$ cat src/rtl/bcd_serial_adder_ctrl_pkg.sv
// bcd_serial_adder_ctrl_pkg: shared FSM states and BCD constants for the serial adder
package bcd_serial_adder_ctrl_pkg;

    typedef enum logic [1:0] {IDLE, ADD, DONE} state_t;

    localparam int BCD_DIGIT_W = 4;
    localparam int BCD_CORR    = 6;
    localparam int BCD_MAX     = 9;

endpackage

$ cat src/rtl/bcd_serial_adder_ctrl_digit.sv
// bcd_digit_add: one BCD digit of addition with decimal correction
module bcd_digit_add
    import bcd_serial_adder_ctrl_pkg::*;
(
    input  logic [BCD_DIGIT_W-1:0] x,
    input  logic [BCD_DIGIT_W-1:0] y,
    input  logic                   ci,
    output logic [BCD_DIGIT_W-1:0] s,
    output logic                   co
);

    logic [BCD_DIGIT_W:0] t;

    // Correction wraps mod 16, so non-BCD inputs still yield a defined digit
    always_comb begin
        t  = (BCD_DIGIT_W+1)'(x) + (BCD_DIGIT_W+1)'(y) + (BCD_DIGIT_W+1)'(ci);
        co = t > (BCD_DIGIT_W+1)'(BCD_MAX);
        s  = co ? t[BCD_DIGIT_W-1:0] + BCD_DIGIT_W'(BCD_CORR) : t[BCD_DIGIT_W-1:0];
    end

endmodule

$ cat src/rtl/bcd_serial_adder_ctrl.sv
// bcd_serial_adder_ctrl: multi-digit BCD adder processing one digit per cycle
module bcd_serial_adder_ctrl
    import bcd_serial_adder_ctrl_pkg::*;
#(
    parameter int NDIG = 4
) (
    input  logic                        clk,
    input  logic                        rst_n,
    input  logic                        start,
    input  logic [BCD_DIGIT_W*NDIG-1:0] a,
    input  logic [BCD_DIGIT_W*NDIG-1:0] b,
    input  logic                        cin,
    output logic                        busy,
    output logic                        done,
    output logic [BCD_DIGIT_W*NDIG-1:0] sum,
    output logic                        cout,
    output logic                        err
);

    localparam int IW = NDIG > 1 ? $clog2(NDIG) : 1;
    localparam int W  = BCD_DIGIT_W * NDIG;

    state_t                 state, state_d;
    logic [IW-1:0]          idx;
    logic [W-1:0]           a_q, b_q;
    logic                   carry;
    logic [BCD_DIGIT_W-1:0] x, y, s;
    logic                   co, last, take;

    assign take = state == IDLE && start;
    assign last = idx == IW'(NDIG - 1);
    assign x    = a_q[idx*BCD_DIGIT_W +: BCD_DIGIT_W];
    assign y    = b_q[idx*BCD_DIGIT_W +: BCD_DIGIT_W];

    bcd_digit_add u_digit (
        .x  (x),
        .y  (y),
        .ci (carry),
        .s  (s),
        .co (co)
    );

    always_ff @(posedge clk or negedge rst_n) begin
        if (!rst_n)
            state <= IDLE;
        else
            state <= state_d;
    end

    always_comb begin
        state_d = state == IDLE ? (start ? ADD : IDLE)
                : state == ADD  ? (last ? DONE : ADD)
                : IDLE;
    end

    always_comb begin
        busy = state != IDLE;
        done = state == DONE;
    end

    always_ff @(posedge clk or negedge rst_n) begin
        if (!rst_n) begin
            idx   <= '0;
            a_q   <= '0;
            b_q   <= '0;
            carry <= 1'b0;
            sum   <= '0;
            cout  <= 1'b0;
            err   <= 1'b0;
        end else if (take) begin
            idx   <= '0;
            a_q   <= a;
            b_q   <= b;
            carry <= cin;
            sum   <= '0;
            cout  <= 1'b0;
            err   <= 1'b0;
        end else if (state == ADD) begin
            sum[idx*BCD_DIGIT_W +: BCD_DIGIT_W] <= s;
            carry <= co;
            err   <= err | (x > BCD_DIGIT_W'(BCD_MAX)) | (y > BCD_DIGIT_W'(BCD_MAX));
            idx   <= last ? '0 : idx + 1'b1;
            if (last)
                cout <= co;
        end
    end

endmodule

$ cat config.mk
export PLATFORM = sky130hd
export DESIGN_NAME = bcd_serial_adder_ctrl
export DESIGN_NICKNAME = d
export VERILOG_FILES = /design/src/rtl/bcd_serial_adder_ctrl_pkg.sv /design/src/rtl/bcd_serial_adder_ctrl_digit.sv /design/src/rtl/bcd_serial_adder_ctrl.sv
export SDC_FILE = /design/constraint.sdc
export NUM_CORES = 1
export LEC_CHECK = 0
export CAP_MARGIN = 20
export CORE_AREA = 2 2 76 78
export DETAILED_ROUTE_END_ITERATION = 8
export DIE_AREA = 0 0 78 80
export PLACE_DENSITY_LB_ADDON = 0.2
export SETUP_SLACK_MARGIN = 0.05
export SYNTH_ARGS = -nofsm -noshare
export SYNTH_HDL_FRONTEND = slang
export SYNTH_HIERARCHICAL = 1
export SYNTH_SLANG_ARGS = --single-unit
$ cat constraint.sdc
create_clock -name clk -period 4.3 [get_ports clk]
set_input_delay 1.075 -clock clk [delete_from_list [all_inputs] [get_ports clk]]
set_output_delay 1.075 -clock clk [all_outputs]
set_load 0.1 [all_outputs]
# Word-level counts from Yosys, hierarchy flattened

Index checks and enable logic that the tools add are counted.

Input port bits: 36
Word-level logic and storage cells: 49
Output and inout port bits: 20
Register bits: 55

Muxes and demuxes: 18
Bitwise operators: 2
$add $sub $neg: 5
Order comparisons: 3
Eq/ne operators: 3
Reductions and logical operators: 6
Shifts and indexed selects: 4

Operators with widths:

| operator                | count |
|---|---|
| $neg 4->34              | 1 |
| $shift 4x34->16 const A | 1 |
| $shiftx 4x34->16        | 1 |
| $mux 16                 | 2 |
| $shiftx 16x5->4         | 2 |
| $bwmux 16               | 1 |
| $mux 2                  | 6 |
| $gt 4x4->1 const B      | 2 |
| $mux 1                  | 8 |
| $reduce_bool 2->1       | 3 |
| $add 4x4->5             | 1 |
| $add 5x1->5             | 1 |
| $gt 5x4->1 const B      | 1 |
| $add 4x3->4 const B     | 1 |
| $eq 2x2->1 const B      | 2 |
| $mux 4                  | 1 |
| $add 2x1->2 const B     | 1 |
| $eq 2x1->1 const B      | 1 |
| $logic_not 2->1         | 1 |
| $or 1x1->1              | 2 |
| $reduce_and 2->1        | 1 |
| $logic_and 1x1->1       | 1 |

# Depth between registers and ports, before layout

Word-level depth: 9
Gate-level depth with buffers: 12
Mapped depth without buffers: 10

# Modules after synthesis

The synthesis kept the hierarchy.

Modules (own cells, without submodules):

| module                | seq. area each (um^2) | cells each | times used | area each (um^2) |
|---|---|---|---|---|
| bcd_serial_adder_ctrl | 1376.3                | 240        | 1          | 2454.9 |
| bcd_digit_add         | 0.0                   | 22         | 1          | 211.5 |

# Worst setup path after synthesis

No wires, ideal clock.

Path type: reg2reg
From: register idx[0]
To: register sum[10]
Setup time: 0.077 ns
Data required time: 4.223 ns
Buffers on the path: 2
Data arrival time: 3.496 ns
Clock period less this slack: 3.573 ns
Path slack: 0.727 ns
Stages on the path, launching flop included: 13
Cell sequence: dfrtp_1 > buf_6 > buf_6 > mux4_2 > fa_1 > fa_1 > xnor2_1 > ha_1 > a31o_1 > o31ai_4 > mux2i_1 > nand4_1 > a21oi_1

Longest elaborated chain between the ends: 9
Elaborated cells between the ends (all ways): 13
Classes of those cells: 4 x add/sub; 1 x order compare; 4 x shift; 4 x mux

RTL lines:

| item                            | RTL line                          | RTL |
|---|---|---|
| from (decl)                     | bcd_serial_adder_ctrl.sv:24       | `logic [IW-1:0] idx;` |
| from (signal assigned)          | bcd_serial_adder_ctrl.sv:82       | `idx <= last ? '0 : idx + 1'b1;` |
| $shiftx 16x5->4                 | bcd_serial_adder_ctrl.sv:33       | `assign y = b_q[idx*BCD_DIGIT_W +: BCD_DIGIT_W];` |
| net y[0]                        | bcd_serial_adder_ctrl.sv:27       | `logic [BCD_DIGIT_W-1:0] x, y, s;` |
| $add 4x4->5                     | bcd_serial_adder_ctrl_digit.sv:16 | `t = (BCD_DIGIT_W+1)'(x) + (BCD_DIGIT_W+1)'(y) + (BCD_DIGIT_W+1)'(ci);` |
| $add 5x1->5                     | bcd_serial_adder_ctrl_digit.sv:16 |  |
| $gt 5x4->1                      | bcd_serial_adder_ctrl_digit.sv:17 | `co = t > (BCD_DIGIT_W+1)'(BCD_MAX);` |
| net co                          | bcd_serial_adder_ctrl.sv:28       | `logic co, last, take;` |
| $mux 4                          | bcd_serial_adder_ctrl_digit.sv:18 | `s = co ? t[BCD_DIGIT_W-1:0] + BCD_DIGIT_W'(BCD_CORR) : t[BCD_DIGIT_W-1:0];` |
| net s[2]                        | bcd_serial_adder_ctrl.sv:27       |  |
| $shiftx 4x34->16                | bcd_serial_adder_ctrl.sv:79       | `sum[idx*BCD_DIGIT_W +: BCD_DIGIT_W] <= s;` |
| $bwmux 16                       | bcd_serial_adder_ctrl.sv:79       |  |
| $mux 16                         | bcd_serial_adder_ctrl.sv:78       | `end else if (state == ADD) begin` |
| $mux 16                         | bcd_serial_adder_ctrl.sv:70       | `end else if (take) begin` |
| to (signal, indexed assignment) | bcd_serial_adder_ctrl.sv:79       |  |
| to (decl)                       | bcd_serial_adder_ctrl.sv:15       | `output logic [BCD_DIGIT_W*NDIG-1:0] sum,` |

The timed path passes the listed nets, and every way through them passes these cells. The select of a mux whose other input is x is not followed.
A chain may end at the register's enable or synchronous reset.

# Final worst setup path

Ends and elaborated chain as after synthesis.

==> flow_summary_export.csv <==
group,metric,value,unit
logic_synthesis,synth_area,0.002666,sq mm
clocking,root_buffer,"clkbuf_8",
worst_setup_path,critical_path.startpoint,"idx[0]",
global_routing,antenna_found_initial,0,
logic_synthesis,synth_commonest_cells,"nand2_1 (106), dfrtp_1 (55), a21oi_1 (11)",
logic_synthesis,synth_area_per_cell,10.18,sq um
sta,finClkSkew,0.004954,ns
sta,max_slew_margin,0.3521,
clocking,clk_path_buf_depth,2,
worst_setup_path,critPathMostFrequentCell,"fa_1",
worst_setup_path,worst-path-buf-inv,0,
floorplan,start_util,0.4933,
placed_design,gp_congestion,0.8248,
floorplan,core-area,0.005405,sq mm
worst_setup_path,critPathMaxStageDelay,0.59,ns
cells_and_area,multi_input_area,0.001189,sq mm
global_routing,grt_pass1_wl,9163,um
floorplan,dieArea,0.006240,sq mm
sta,finalHoldViolations,0,
worst_setup_path,path_max_fanout,7,
cells_and_area,drive_gt1_frac,0.08805,
worst_setup_path,crit_family,"adder cells",
clocking,path_clk_slew,0.09,ns
logic_synthesis,synth_seq_cells,55,
sta,drv_slew,0,
logic_synthesis,synthMuxAreaShare,0.07133,
cells_and_area,regArea,0.001376,sq mm
flow_run,drv_cap,0,
logic_synthesis,synth-main-ff-cell,"dfrtp_1",
route,drt_wl_total,5433,um
sta,tightest_slew,0.9689,ns
clocking,cts_setup_buffers,0,
route,vias,2034,
route,drc,0,
floorplan,fp.dieW,78,um
global_routing,grt_overflow,0,
logic_synthesis,synthCells,262,
worst_setup_path,r2r_setup_slack,0.42,ns
placed_design,place_area,0.003264,sq mm
cells_and_area,n_antenna_cell,0,
logic_synthesis,synthTopCellsByArea,"dfrtp_1 (52%), nand2_1 (15%), mux4_2 (6.8%), ha_1 (3.8%), a22o_1 (3.3%)",
logic_synthesis,synth_edf_count,0,
placed_design,port_buffers,55,
clocking,cts_made_buffers,5,
floorplan,rows,27,
logic_synthesis,synth_compound_area_frac,0.08963,
clocking,cts_hold_buf,0,
sta,timing.final.crit_period,3.876,ns
route,drt_iter0_drc,95,
worst_setup_path,startpoint_type,"flop",
worst_hold_path,min_from,"b_q[2]",
logic_synthesis,ys_async_sr_fraction,1.000,
route,drtAntennaViolNets,0,
clocking,cts_sinks,55,
global_routing,grt_use_total,0.1879,
global_routing,grt_start_max_net_pins,38,
logic_synthesis,post-synth-top-count-cell,"nand2_1",
sta,rsz0062_at_grt,"no",
worst_setup_path,critPathCaptureType,"flop",
route,viasPerCell,5.215,
cells_and_area,postLayoutCellArea,0.003382,sq mm
route,wl_per_cell,13.93,um
floorplan,pin_count,56,
sta,fin_crit_sh,0.9014,
floorplan,fp.dieH,80,um
logic_synthesis,syn_nets,308,
clocking,htree_levels,2,
route,first_pass_iters,4,
logic_synthesis,synthAdderAreaFrac,0.05256,
logic_synthesis,synth-xor-area-share,0.006570,
logic_synthesis,synth_top_family_by_area,"simple AND/OR/NAND/NOR gates",
cells_and_area,fin_cells,390,
clocking,cts_tree,"done",
logic_synthesis,yosysTopAreaCell,"dfrtp_1",
cells_and_area,fill_cells,472,
logic_synthesis,synth_top_area_share,0.5162,
worst_setup_path,worstPathArrival,4.12,ns
global_routing,grt_pass1_vias,1991,
worst_setup_path,path_class,"reg -> reg",
placed_design,place_hpwl,4102,um
logic_synthesis,synth.distinct_cells,37,
clocking,insertion_delay,0.31,ns
sta,hold_ws,0.4832,ns
cells_and_area,areaGrowthSynthToFinish,26.84,%
placed_design,place_inst,382,
outcome,outcome,"complete, no violations",
worst_setup_path,cpMaxStageDelayCell,"dfrtp_1",
worst_setup_path,path_cells,"mux4_2 -> fa_1 -> fa_1 -> xnor2_1 -> ha_1 -> a31o_1 -> o31ai_4 -> mux2i_1 -> nand4_1 -> a21oi_1",
logic_synthesis,synth_seq_area_share,0.5162,
worst_setup_path,rr_startpoint,"idx[0]",
worst_setup_path,crit_required,4.54,ns
sta,max_freq,258.0,MHz
cells_and_area,final_net_count,363,
logic_synthesis,ys_warn_count,6,
sta,setup_viol,0,
worst_hold_path,hold_path.class,"reg -> reg",
logic_synthesis,yosys.area_share.simple,0.2234,
sta,tns,0,ns
clocking,post_cts_resized,0,
## flip-flops by register name (all words and copies together), names as in the netlist
name / cells
a_q: 16
b_q: 16
carry: 1
cout: 1
err: 1
idx: 2
state: 2
sum: 16
## per-stage QoR
stage	worst slack (ns)	utilization
finish	0.4238	0.6257
global route	0.2838	0.6257
CTS	0.4087	0.6257
detailed placement	0.4288	0.6039
global placement	0.5428	0.6039
floorplan	0.7270	-
## cell type report
cell class / instances / share of cell area
clock inverters: 2 / 0.01036
well taps: 72 / 0.02664
flip-flops and latches: 55 / 0.4070
clock buffers: 6 / 0.02442
inverters: 5 / 0.005549
multi-input cells: 189 / 0.3515
repair buffers: 61 / 0.1746
## worst paths after layout
check | end | depth (start not counted)
min in group asynchronous | sum[4] | 1
max | sum[10] | 10
max reg2reg | sum[10] | 10
max in group asynchronous | a_q[1] | 2
min | b_q[2] | 2
min reg2reg | b_q[2] | 2
## placed cells by master (no fill, tap or decap)
cell,count
nand2_1,106
dfrtp_1,55
clkdlybuf4s50_1,54
a21oi_1,11
a22o_1,10
mux4_2,8
ha_1,8
clkbuf_8,6
buf_4,6
inv_1,5
nand4_1,5
nor2b_1,4
nand3_1,4
nor2_1,3
nand2b_1,2
nand3b_1,2
o211ai_1,2
o31ai_1,2
and3_1,2
xnor2_1,2
fa_1,2
or2_2,1
or3b_1,1
o21ai_0,1
nor3b_4,1
nor4_1,1
nand4b_1,1
nor3b_1,1
a22oi_1,1
and3b_1,1
and4_4,1
clkinv_2,1
bufinv_16,1
buf_2,1
a31o_1,1
a21o_2,1
o31ai_4,1
mux2i_1,1
a2111oi_0,1
o22ai_1,1
## tightest hold or removal path, cell delays in order (launching register included)
cell and delay, ns:
dfrtp_1 0.35, nand2_1 0.05, nand2_1 0.06
## kinds of logic (layout without fill, tap and decap cells)
logic type	Yosys count	in the layout
xor+xnor	2	2
buf+inv	18	74
flops	55	55
fa+ha+maj	10	10
simple gates	136	136
compound gates	32	32
mux	9	9
## per-layer routing
| layer | routed length [um] | GRT usage | vias to the layer above |
|---|---|---|---|
| met4 | 72 | 0.04737 | 0 |
| met1 | 2446 | 0.2350 | 977 |
| met2 | 2665 | 0.3302 | 51 |
| li1 | - | - | 995 |
| met3 | 249 | 0.04412 | 11 |
| met5 | 0 | 0 | - |
Power is not shown: default switching activity piles up to over one toggle a cycle in this logic, so the estimate is an artifact.
